**config.mk**
```make
export PLATFORM = sky130hd
export DESIGN_NAME = fetch_unit_ras
export DESIGN_NICKNAME = d
export VERILOG_FILES = /design/src/rtl/fetch_unit_ras.sv
export SDC_FILE = /design/constraint.sdc
export NUM_CORES = 1
export LEC_CHECK = 0
export BUFFER_PORTS_ARGS = -buffer_cell sky130_fd_sc_hd__buf_4
export CAP_MARGIN = 20
export CORE_MARGIN = 2
export CORE_UTILIZATION = 40
export DETAILED_ROUTE_END_ITERATION = 8
export PLACE_DENSITY_LB_ADDON = 0.1
export SLEW_MARGIN = 25
export SYNTH_ARGS = -nofsm -noshare
export SYNTH_HDL_FRONTEND = slang
export SYNTH_SLANG_ARGS = --single-unit
```
**constraint.sdc**
```tcl
create_clock -name clk_i -period 2.5 [get_ports clk_i]
set_clock_uncertainty 0.05 [all_clocks]
set_input_delay 0.125 -clock clk_i [delete_from_list [all_inputs] [get_ports clk_i]]
set_output_delay 0.125 -clock clk_i [all_outputs]
set_load 0.01 [all_outputs]
```
**src/rtl/fetch_unit_ras.sv**
```systemverilog
// fetch_unit_ras: instruction fetch and PC unit with a return-address stack.
//  The control FSM issues fetch_req_i and pc_upd_i/pc_op_i. Instruction memory
//  is read through a mem_cmd_o/mem_addr_o request with a mem_ready_i wait handshake.
//  If mem_ready_i stays low for MAX_WAIT cycles, the fetch is aborted.
// Ports:
//  clk_i, reset_i        clock, synchronous active-high reset
//  fetch_req_i           start a fetch at the PC (IDLE only)
//  pc_upd_i, pc_op_i     PC op: 00 none, 01 branch rel, 10 return, 11 call
//  cond_ok_i, offset_i   branch condition and signed offset
//  mem_ready_i, read_data_i  memory response
//  mem_cmd_o, mem_addr_o registered memory request (01 = read)
//  instr_o, instr_valid_o last fetched instruction and its update pulse
//  fetch_err_o           timeout-abort pulse
//  pc_o, busy_o          next fetch address, fetch in flight
//  ras_full_o/ras_empty_o, ras_ovf_o/ras_unf_o (sticky)  stack status
module fetch_unit_ras #(
  parameter int AW        = 9,
  parameter int DW        = 16,
  parameter int OFFW      = 8,
  parameter int RAS_DEPTH = 4,
  parameter int MAX_WAIT  = 15
) (
  input  logic            clk_i,
  input  logic            reset_i,
  input  logic            fetch_req_i,
  input  logic            pc_upd_i,
  input  logic [1:0]      pc_op_i,
  input  logic            cond_ok_i,
  input  logic [OFFW-1:0] offset_i,
  input  logic            mem_ready_i,
  input  logic [DW-1:0]   read_data_i,
  output logic [1:0]      mem_cmd_o,
  output logic [AW-1:0]   mem_addr_o,
  output logic [DW-1:0]   instr_o,
  output logic            instr_valid_o,
  output logic            fetch_err_o,
  output logic [AW-1:0]   pc_o,
  output logic            busy_o,
  output logic            ras_full_o,
  output logic            ras_empty_o,
  output logic            ras_ovf_o,
  output logic            ras_unf_o
);
  localparam int CW = $clog2(RAS_DEPTH + 1);
  localparam int WW = $clog2(MAX_WAIT + 1);
  localparam logic [1:0] MNONE = 2'b00, MREAD = 2'b01;

  typedef enum logic {IDLE, READ} state_e;

  state_e          state_q, state_d;
  logic [AW-1:0]   pc_q, pc_d, addr_q, addr_d;
  logic [1:0]      cmd_q, cmd_d;
  logic [DW-1:0]   instr_q, instr_d;
  logic            vld_q, vld_d, err_q, err_d, ovf_q, ovf_d, unf_q, unf_d;
  logic [WW-1:0]   wcnt_q, wcnt_d;
  logic [CW-1:0]   cnt_q, cnt_d;
  // ras_q[0] is the top of the stack; the oldest entry falls off the far end
  logic [AW-1:0]   ras_q [RAS_DEPTH];
  logic [AW-1:0]   ras_d [RAS_DEPTH];
  logic [AW-1:0]   off_sx;

  // A size cast of a signed operand sign-extends (or truncates) to AW,
  // so the PC adds below wrap modulo 2^AW in both directions.
  assign off_sx = AW'($signed(offset_i));

  always_comb begin
    state_d = state_q;
    pc_d    = pc_q;
    addr_d  = addr_q;
    cmd_d   = cmd_q;
    instr_d = instr_q;
    vld_d   = 1'b0;
    err_d   = 1'b0;
    wcnt_d  = wcnt_q;
    cnt_d   = cnt_q;
    ovf_d   = ovf_q;
    unf_d   = unf_q;
    ras_d   = ras_q;
    case (state_q)
      IDLE: begin
        if (pc_upd_i) begin
          case (pc_op_i)
            2'b01: if (cond_ok_i) pc_d = pc_q + off_sx;
            2'b11: begin
              for (int i = RAS_DEPTH - 1; i > 0; i--) ras_d[i] = ras_q[i-1];
              ras_d[0] = pc_q;
              if (cnt_q == CW'(RAS_DEPTH)) ovf_d = 1'b1;
              else                         cnt_d = cnt_q + CW'(1);
              pc_d = pc_q + off_sx;
            end
            2'b10: begin
              if (cnt_q == '0) unf_d = 1'b1;
              else begin
                pc_d = ras_q[0];
                for (int i = 0; i < RAS_DEPTH - 1; i++) ras_d[i] = ras_q[i+1];
                cnt_d = cnt_q - CW'(1);
              end
            end
            default: ;
          endcase
        end
        // Fetch address takes any same-cycle PC update into account.
        if (fetch_req_i) begin
          state_d = READ;
          cmd_d   = MREAD;
          addr_d  = pc_d;
          wcnt_d  = '0;
        end
      end
      READ: begin
        if (mem_ready_i) begin
          instr_d = read_data_i;
          pc_d    = addr_q + AW'(1);
          vld_d   = 1'b1;
          state_d = IDLE;
          cmd_d   = MNONE;
          wcnt_d  = '0;
        end else if (wcnt_q == WW'(MAX_WAIT - 1)) begin
          // This is the MAX_WAIT-th cycle without data: give up.
          err_d   = 1'b1;
          state_d = IDLE;
          cmd_d   = MNONE;
          wcnt_d  = '0;
        end else begin
          wcnt_d  = wcnt_q + WW'(1);
        end
      end
      default: state_d = IDLE;
    endcase
  end

  always_ff @(posedge clk_i) begin
    if (reset_i) begin
      state_q <= IDLE;
      pc_q    <= '0;
      addr_q  <= '0;
      cmd_q   <= MNONE;
      instr_q <= '0;
      vld_q   <= 1'b0;
      err_q   <= 1'b0;
      wcnt_q  <= '0;
      cnt_q   <= '0;
      ovf_q   <= 1'b0;
      unf_q   <= 1'b0;
      for (int i = 0; i < RAS_DEPTH; i++) ras_q[i] <= '0;
    end else begin
      state_q <= state_d;
      pc_q    <= pc_d;
      addr_q  <= addr_d;
      cmd_q   <= cmd_d;
      instr_q <= instr_d;
      vld_q   <= vld_d;
      err_q   <= err_d;
      wcnt_q  <= wcnt_d;
      cnt_q   <= cnt_d;
      ovf_q   <= ovf_d;
      unf_q   <= unf_d;
      for (int i = 0; i < RAS_DEPTH; i++) ras_q[i] <= ras_d[i];
    end
  end

  assign mem_cmd_o     = cmd_q;
  assign mem_addr_o    = addr_q;
  assign instr_o       = instr_q;
  assign instr_valid_o = vld_q;
  assign fetch_err_o   = err_q;
  assign pc_o          = pc_q;
  assign busy_o        = (state_q == READ);
  assign ras_full_o    = (cnt_q == CW'(RAS_DEPTH));
  assign ras_empty_o   = (cnt_q == '0);
  assign ras_ovf_o     = ovf_q;
  assign ras_unf_o     = unf_q;
endmodule

```
==> After elaboration in Yosys (flattened, before gate mapping) <==
Cells that the tools add are included.
{ "word_totals": {"reg_bits": 84, "in_bits": 32, "output_inout_bits": 43} }
{ "op_classes": {"addsub": 5, "eq_ne": 10, "muxes": 25, "bitwise": 1, "n_reduce_logical": 12} }
{ "ops": {"columns": ["operator", "n"], "rows": [
  ["$pmux 27 s2", 1],
  ["$mux 9", 4],
  ["$mux 27", 1],
  ["$pmux 9 s3", 1],
  ["$pmux 9 s2", 1],
  ["$mux 4", 3],
  ["$reduce_and 4->1", 3],
  ["$add 9x1->9 const B", 1],
  ["$add 9x9->9", 1],
  ["$ne 2x2->1 const B", 4],
  ["$pmux 4 s2", 1],
  ["$mux 2", 3],
  ["$mux 3", 2],
  ["$pmux 3 s2", 1],
  ["$reduce_and 2->1", 3],
  ["$mux 1", 5],
  ["$reduce_and 5->1", 1],
  ["$add 4x1->4 const B", 1],
  ["$eq 2x2->1 const B", 2],
  ["$eq 4x4->1 const B", 1],
  ["$pmux 2 s2", 1],
  ["$add 3x1->3 const B", 1],
  ["$eq 3x3->1 const B", 1],
  ["$logic_not 3->1", 1],
  ["other kinds (9)", 9]
]} }

==> Logic depth before layout (Yosys ltp) <==
Gate-level depths: netlist of run 1.
{ "depth": {"word_depth": 5, "mapped_depth": 10} }

==> Worst setup path after synthesis of run 1 <==
OpenSTA, ideal clock, no wires.
{ "synth_timing": {"path_kind": "register to register", "startpoint": "reg pc_q[0], in the netlist pc_o[0]", "endpoint": "reg addr_q[6], in the netlist mem_addr_o[6]", "setup_time_ns": 0.086, "arrival_ns": 1.996, "t_required_ns": 2.364, "setup_slack_ns": 0.369, "stages_incl_launch_ff": 8, "path_cell_list": "dfxtp_1 -> ha_1 -> fa_1 -> a21o_1 -> a41o_1 -> o21a_1 -> o31a_1 -> a211oi_1"} }
{ "synth_via": {"elab_chain_cells": 4} }
{ "synth_rtl": {"columns": ["item", "line_no", "source"], "rows": [
  ["from (decl)", "51", "logic [AW-1:0] pc_q, pc_d, addr_q, addr_d;"],
  ["from (signal assigned)", "148", "pc_q <= pc_d;"],
  ["$add 9x9->9 *", "83, 89", null],
  ["$mux 9", "83", "2'b01: if (cond_ok_i) pc_d = pc_q + off_sx;"],
  ["$pmux 9 s3 *", "82", "case (pc_op_i)"],
  ["$mux 9 *", "81", "if (pc_upd_i) begin"],
  ["to (signal assigned)", "149", "addr_q <= addr_d;"],
  ["to (decl)", "51", null]
]} }
Mark *: on every way between the ends. The rest lies on a longest branch, timed or not.
A chain may end at the register's enable or synchronous reset.

==> Final worst setup path of run 1 <==
Ends and elaborated chain as after synthesis.

==> results.py, run 1 <==
metrics = {
    "yosys": {
        "postSynthRegisterBits": 83,
        "synth_area_per_cell_um2": 8.00,
        "ys_seq_area_share_pct": 40.3,
        "synth_largest_area_cell": "sky130_fd_sc_hd__dfxtp_1",
        "synth_fp_nets": 560,
        "top_ff_cell_synth": "sky130_fd_sc_hd__dfxtp_1",
        "synthArstFlopShare_pct": 0,
        "synthTopCellsByArea": "sky130_fd_sc_hd__dfxtp_1, sky130_fd_sc_hd__nand2_1, sky130_fd_sc_hd__a311oi_1, sky130_fd_sc_hd__a21oi_1, sky130_fd_sc_hd__nor2_1",
        "synth.top_cell.area_share_pct": 40.3,
        "synth_area_um2": 4120,
        "yosys_warnings": 0,
        "synthCells": 515,
        "synth_cell_types": 59,
        "post_synth_edffs": 0,
    },
    "flow_run": {
        "drv_cap": 0,
    },
    "timing": {
        "timing.final.hold_violations": 0,
        "totalNegativeSetupSlack_ns": 0,
        "report.final.setup_viol": 0,
        "layout_min_cycle_time_ns": 2.28,
        "slew_viol_final": 0,
        "setup_repair_after_global_routing_missed_its_margin": "no",
        "slew_headroom_pct": 58.2,
        "timing.final.crit_share_pct": 91.4,
        "timing_limited_maximum_frequency_mhz": 438,
        "finalHoldWorstSlack_ns": 0.0907,
        "layout_setup_ws_ns": 0.216,
        "tightestPinTransition_ns": 0.624,
    },
    "cts": {
        "postCtsSetupBuffers": 0,
        "tritoncts": "yes",
        "numClockSinks": 83,
        "clkLatencyLatePin_ns": 0.37,
        "post_cts_resized": 0,
        "postCtsHoldBufs": 16,
        "cts.reportedPaths.clkPinSlew_ns": 0.10,
        "cts_max_level": 3,
        "cts_buffer_depth": 2,
        "cts_made_buffers": 9,
        "root_buffer": "sky130_fd_sc_hd__clkbuf_8",
    },
    "route": {
        "drt_initial_violations": 218,
        "post_route_drc": 0,
        "antenna_violating_nets_post_route": 0,
        "detail_route.vias_per_cell": 5.32,
        "detail_route.first_pass.iterations": 4,
        "drt_wl_total_um": 11300,
        "vias_after_detailed_routing": 3888,
        "drt-wirelength-per-cell_um": 15.4,
    },
    "grt": {
        "grt_util_all_layers_pct": 20.9,
        "grt_pass1_wl_um": 18500,
        "pin_count_of_the_biggest_net_entering_global_routing": 55,
        "grt_pass1_vias": 3631,
        "global_route.overflow_total": 0,
        "initial_antenna_violation_count": 0,
    },
    "worst_setup_path": {
        "critPathLaunchType": "flip-flop",
        "cp.required_ns": 2.73,
        "critPathCaptureType": "flip-flop",
        "setup.worst_path.class": "flip-flop to flip-flop",
        "timing.critical_path.arrival_ns": 2.51,
        "path_max_fanout": 5,
    },
    "power_and_ir_drop": {
        "peakVddDrop_mv": 0.234,
        "p_leak_nw": 1.95,
        "totalPowerFinal_w": 0.00306,
        "powerDensity_nw_per_um2": 597,
    },
    "floorplan": {
        "rows": 37,
        "effective_utilization_at_floorplan_pct": 40.6,
        "floorplan.io_pins": 75,
        "fp.dieH_um": 105,
        "die_x_um": 105,
        "floorplan.core_area_um2": 10100,
        "dieArea_um2": 11100,
    },
    "placement": {
        "dp_slack_ns": 0.255,
        "numPortBuffers": 73,
        "placed_area_um2": 4760,
        "finalWeightedCongestion": 0.874,
        "hpwlAfterDp_um": 7860,
    },
    "hold_path": {
        "worstHoldPathType": "input port to flip-flop",
    },
    "status": {
        "status": "complete, no violations",
    },
    "final_layout": {
        "drive_gt1_share_pct": 18.8,
        "final_cell_area_um2": 5120,
        "net_count_reported_at_finish": 635,
        "layout-area-overhead-vs-synth_pct": 24.3,
        "antenna_cells_inserted": 0,
    },
}
[cells in the final DEF (no fill, tap or decap), drive strengths merged, types with 3 or more instances in the layout]
cell type      n
a211oi        11
a21o           3
a21oi         44
a311oi        29
a32oi          3
and2           5
and3           4
buf           83
clkbuf         9
clkinv         3
dfxtp         83
dlygate4sd3   16
ha            11
inv           10
mux2i          5
nand2        117
nand3          9
nand3b         3
nand4          3
nor2          60
nor2b          6
nor3           3
o211ai         5
o21a           7
o21ai         11
o31ai          5
or3            5
xnor2          4
xor2           7
[worst paths after layout]
kind                                  start             to  slack, ns  cells past startpoint
worst min-delay path            fetch_req_i      wcnt_q[0]       0.09                      4
worst max-delay path                pc_o[0]  mem_addr_o[6]       0.22                      7
worst max register to register      pc_o[0]  mem_addr_o[6]       0.22                      7
worst min register to register     ras_q[5]       ras_q[5]       0.41                      2
[layout make-up]
class                      instances  area (um^2)
inverter                           8         30.0
clock buffer                       9          124
sequential                        83         1660
timing repair buffer              99          783
multi-input combinational        389         2270
fill                             987         5020
tap                              136          170
clock inverter                     7         76.3
[per-stage QoR]
stage	cells	utilization [%]
after floorplan	515	-
after global placement	699	46.9
after detailed placement	699	46.9
after CTS	731	50.5
after global routing	731	50.5
final	731	50.5
[cell families after synthesis]
kind of cell / Yosys count / synth area share, %
xor+xnor: 11 / 2.34
flops: 83 / 40.3
simple gates: 224 / 23.5
buf+inv: 43 / 4.65
other cells: 1 / 0.0910
mux: 5 / 1.22
fa+ha+maj: 13 / 4.31
compound gates: 135 / 23.5
[power by group]
part | total [W] | internal [W] | switching [W]
combinational | 0.000597 | 0.000266 | 0.000331
sequential | 0.00147 | 0.00139 | 0.0000751
clock | 0.000992 | 0.000470 | 0.000522
total | 0.00306 | 0.00213 | 0.000928
[worst max-delay path: stages, from the launching register on]
cell,delay (ns)
sky130_fd_sc_hd__dfxtp_1,0.36
sky130_fd_sc_hd__ha_1,0.24
sky130_fd_sc_hd__fa_1,0.43
sky130_fd_sc_hd__a21o_1,0.23
sky130_fd_sc_hd__a41o_1,0.28
sky130_fd_sc_hd__o21a_1,0.17
sky130_fd_sc_hd__o31a_1,0.26
sky130_fd_sc_hd__a211oi_1,0.19
[synth_stat cells, types with 4 or more instances]
library cell               number
sky130_fd_sc_hd__nor2b_1        5
sky130_fd_sc_hd__buf_2          9
sky130_fd_sc_hd__o31ai_1        5
sky130_fd_sc_hd__xor2_1         7
sky130_fd_sc_hd__and2_1         5
sky130_fd_sc_hd__inv_1          8
sky130_fd_sc_hd__o211ai_1       4
sky130_fd_sc_hd__ha_1          11
sky130_fd_sc_hd__a311oi_1      29
sky130_fd_sc_hd__xnor2_1        4
sky130_fd_sc_hd__nand3_1        9
sky130_fd_sc_hd__a21oi_1       44
sky130_fd_sc_hd__a211oi_1       9
sky130_fd_sc_hd__or3_1          5
sky130_fd_sc_hd__clkbuf_1      19
sky130_fd_sc_hd__o21ai_0       11
sky130_fd_sc_hd__nor2_1        58
sky130_fd_sc_hd__dfxtp_1       83
sky130_fd_sc_hd__mux2i_1        5
sky130_fd_sc_hd__o21a_1         7
sky130_fd_sc_hd__nand2_1      116
[flip-flops by register name, summed over array words and instances (netlist names), 3 cells and up]
register and count:
ras_q 36, instr_o 16, mem_addr_o 9, pc_o 9, wcnt_q 4, cnt_q 3
[routing by layer]
metal	wire [um]	track usage, %	vias to the layer above
met1	5250	27.6	1794
met4	396	9.81	0
li1	-	-	1968
met3	484	4.27	26
met2	5130	32.6	100
met5	0	0	-
No activity file was read; power rests on OpenSTA's default activity.
==> run 2, diff against run 1 <==
--- a/config.mk
+++ b/config.mk
@@ -5,10 +5,11 @@
 export SDC_FILE = /design/constraint.sdc
 export NUM_CORES = 1
 export LEC_CHECK = 0
-export BUFFER_PORTS_ARGS = -buffer_cell sky130_fd_sc_hd__buf_4
+export BUFFER_PORTS_ARGS = -buffer_cell sky130_fd_sc_hd__buf_2
 export CAP_MARGIN = 20
 export CORE_MARGIN = 2
 export CORE_UTILIZATION = 40
+export CTS_CLUSTER_SIZE = 12
 export DETAILED_ROUTE_END_ITERATION = 8
 export PLACE_DENSITY_LB_ADDON = 0.1
 export SLEW_MARGIN = 25
==> constraint.sdc (replaced) <==
create_clock -name clk_i -period 2.1 [get_ports clk_i]
set_clock_uncertainty 0.05 [all_clocks]
set_input_delay 0.105 -clock clk_i [delete_from_list [all_inputs] [get_ports clk_i]]
set_output_delay 0.105 -clock clk_i [all_outputs]
set_load 0.01 [all_outputs]
==> results.py, run 2 (synthesis results as in run 1) <==
metrics = {
    "route": {
        "detail_route.first_pass.iterations": 4,
        "drt-wirelength-per-cell_um": 15.8,
        "drt_initial_violations": 265,
        "post_route_drc": 0,
        "antenna_violating_nets_post_route": 0,
        "detail_route.vias_per_cell": 5.27,
        "vias_after_detailed_routing": 3932,
        "drt_wl_total_um": 11800,
    },
    "final_layout": {
        "final_cell_area_um2": 5120,
        "antenna_cells_inserted": 0,
        "drive_gt1_share_pct": 22.5,
        "most_common_cell_after_layout_fill_and_taps_aside": "sky130_fd_sc_hd__nand2_1",
        "fillers": 997,
        "registers.top_by_ff_count": "ras_q",
        "mostFrequentLayoutCells": "sky130_fd_sc_hd__nand2_1, sky130_fd_sc_hd__dfxtp_1, sky130_fd_sc_hd__buf_2, sky130_fd_sc_hd__nor2_1, sky130_fd_sc_hd__a21oi_1",
        "net_count_reported_at_finish": 650,
        "largest_register_ffs": 36,
        "layout-area-overhead-vs-synth_pct": 24.4,
    },
    "power_and_ir_drop": {
        "comb_power_share_pct": 20.2,
        "total_switching_power_w": 0.00115,
        "power.switching_fraction_pct": 31.2,
        "peakVddDrop_mv": 0.296,
        "p_leak_nw": 1.99,
        "powerDensity_nw_per_um2": 722,
        "seq_power_share_pct": 47.0,
        "internal_power_w": 0.00255,
        "clock_power_share_pct": 32.9,
    },
    "worst_setup_path": {
        "cp.buffers_inverters": 0,
        "critPathCaptureType": "flip-flop",
        "crit_family": "compound AO/OA/AOI/OAI gates",
        "largest_stage_delay_on_the_critical_path_ns": 0.35,
        "crit_path_max_delay_cell_type": "sky130_fd_sc_hd__dfxtp_2",
        "path_max_fanout": 3,
        "setup.worst_path.class": "flip-flop to flip-flop",
        "critPathLaunchType": "flip-flop",
        "cp.required_ns": 2.34,
        "worstPathCellList": "ha_4 > fa_2 > a21o_1 > a41o_1 > o21a_1 > o31a_1 > a211oi_2",
        "timing.critical_path.arrival_ns": 2.30,
    },
    "floorplan": {
        "fp.dieH_um": 105,
        "floorplan.io_pins": 75,
        "die_x_um": 105,
        "effective_utilization_at_floorplan_pct": 40.6,
        "floorplan.core_area_um2": 10100,
        "rows": 37,
        "dieArea_um2": 11100,
    },
    "grt": {
        "grt_pass1_wl_um": 18900,
        "global_route.overflow_total": 0,
        "pin_count_of_the_biggest_net_entering_global_routing": 63,
        "grt_pass1_vias": 3667,
        "initial_antenna_violation_count": 0,
        "grt_util_all_layers_pct": 21.3,
    },
    "flow_run": {
        "drv_cap": 0,
    },
    "timing": {
        "timing_limited_maximum_frequency_mhz": 487,
        "report.final.setup_viol": 0,
        "slew_viol_final": 0,
        "slew_headroom_pct": 57.0,
        "totalNegativeSetupSlack_ns": 0,
        "layout_min_cycle_time_ns": 2.05,
        "finalHoldWorstSlack_ns": 0.104,
        "setup_repair_after_global_routing_missed_its_margin": "yes",
        "tightestPinTransition_ns": 0.644,
        "timing.final.crit_share_pct": 97.8,
        "timing.final.hold_violations": 0,
    },
    "placement": {
        "placed_area_um2": 4690,
        "finalWeightedCongestion": 0.869,
        "numPortBuffers": 73,
        "hpwlAfterDp_um": 7910,
    },
    "cts": {
        "cts_buffer_depth": 2,
        "cts_made_buffers": 9,
        "clkLatencyLatePin_ns": 0.36,
        "cts_max_level": 3,
        "tritoncts": "yes",
        "root_buffer": "sky130_fd_sc_hd__clkbuf_8",
        "cts.reportedPaths.clkPinSlew_ns": 0.09,
        "numClockSinks": 83,
    },
    "hold_path": {
        "worstHoldPathType": "input port to flip-flop",
    },
    "status": {
        "status": "complete, no violations",
    },
}
-- run 2: power groups by stage --
stage	sequential [W]	combinational [W]	clock, W
2_1_floorplan	0.00179	0.000424	0
3_3_place_gp	0.00177	0.000685	0
3_5_place_dp	0.00177	0.000690	0
4_1_cts	0.00174	0.000726	0.00125
5_1_grt	0.00175	0.000826	0.00132
6_report	0.00174	0.000745	0.00122
-- run 2: path summary, 6_finish.rpt --
| path | start | end | slack [ns] | cells past startpoint |
|---|---|---|---|---|
| min | reset_i | instr_valid_o | 0.10 | 2 |
| min reg2reg | instr_o[0] | instr_o[0] | 0.41 | 2 |
| max reg2reg | pc_o[0] | mem_addr_o[6] | 0.05 | 7 |
| max | pc_o[0] | mem_addr_o[6] | 0.05 | 7 |
-- run 2: metrics by stage --
| stage | utilization (%) | setup WS [ns] | cells | power, W |
|---|---|---|---|---|
| floorplan | - | 0.0301 | 515 | 0.00221 |
| global placement | 46.2 | 0.0395 | 712 | 0.00245 |
| detailed placement | 46.2 | 0.00846 | 712 | 0.00246 |
| CTS | 50.0 | 0.0166 | 745 | 0.00371 |
| global route | 50.5 | -0.0546 | 746 | 0.00389 |
| finish | 50.5 | 0.0452 | 746 | 0.00370 |
-- run 2: area by class of cell --
class	instances	area [um^2]	area share (%)
multi-input combinational	390	2330	45.6
tap	136	170	3.32
timing repair buffer	113	718	14.0
inverter	8	30.0	0.586
clock inverter	7	82.6	1.61
clock buffer	9	124	2.42
sequential	83	1660	32.5
-- run 2: repair_timing --
item,in CTS,in global routing
gates cloned,1,0
endpoints found under the setup margin,4,10
setup buffers,0,1
resized for setup,2,10
pin swaps,1,3
hold buffers,16,0
endpoints found under the hold margin,16,0
-- run 2: per-layer routing --
metal | track usage [%] | wire [um] | vias up
li1 | - | - | 1999
met1 | 29.2 | 5400 | 1801
met2 | 34.1 | 5660 | 123
met3 | 3.03 | 620 | 9
met4 | 7.81 | 121 | 0
met5 | 0 | 0 | -
-- run 2: worst register-to-register path, stage by stage, from the launching register on --
cell and delay, ns:
sky130_fd_sc_hd__dfxtp_2 0.35, sky130_fd_sc_hd__ha_4 0.16, sky130_fd_sc_hd__fa_2 0.34, sky130_fd_sc_hd__a21o_1 0.20, sky130_fd_sc_hd__a41o_1 0.28, sky130_fd_sc_hd__o21a_1 0.18, sky130_fd_sc_hd__o31a_1 0.27, sky130_fd_sc_hd__a211oi_2 0.17
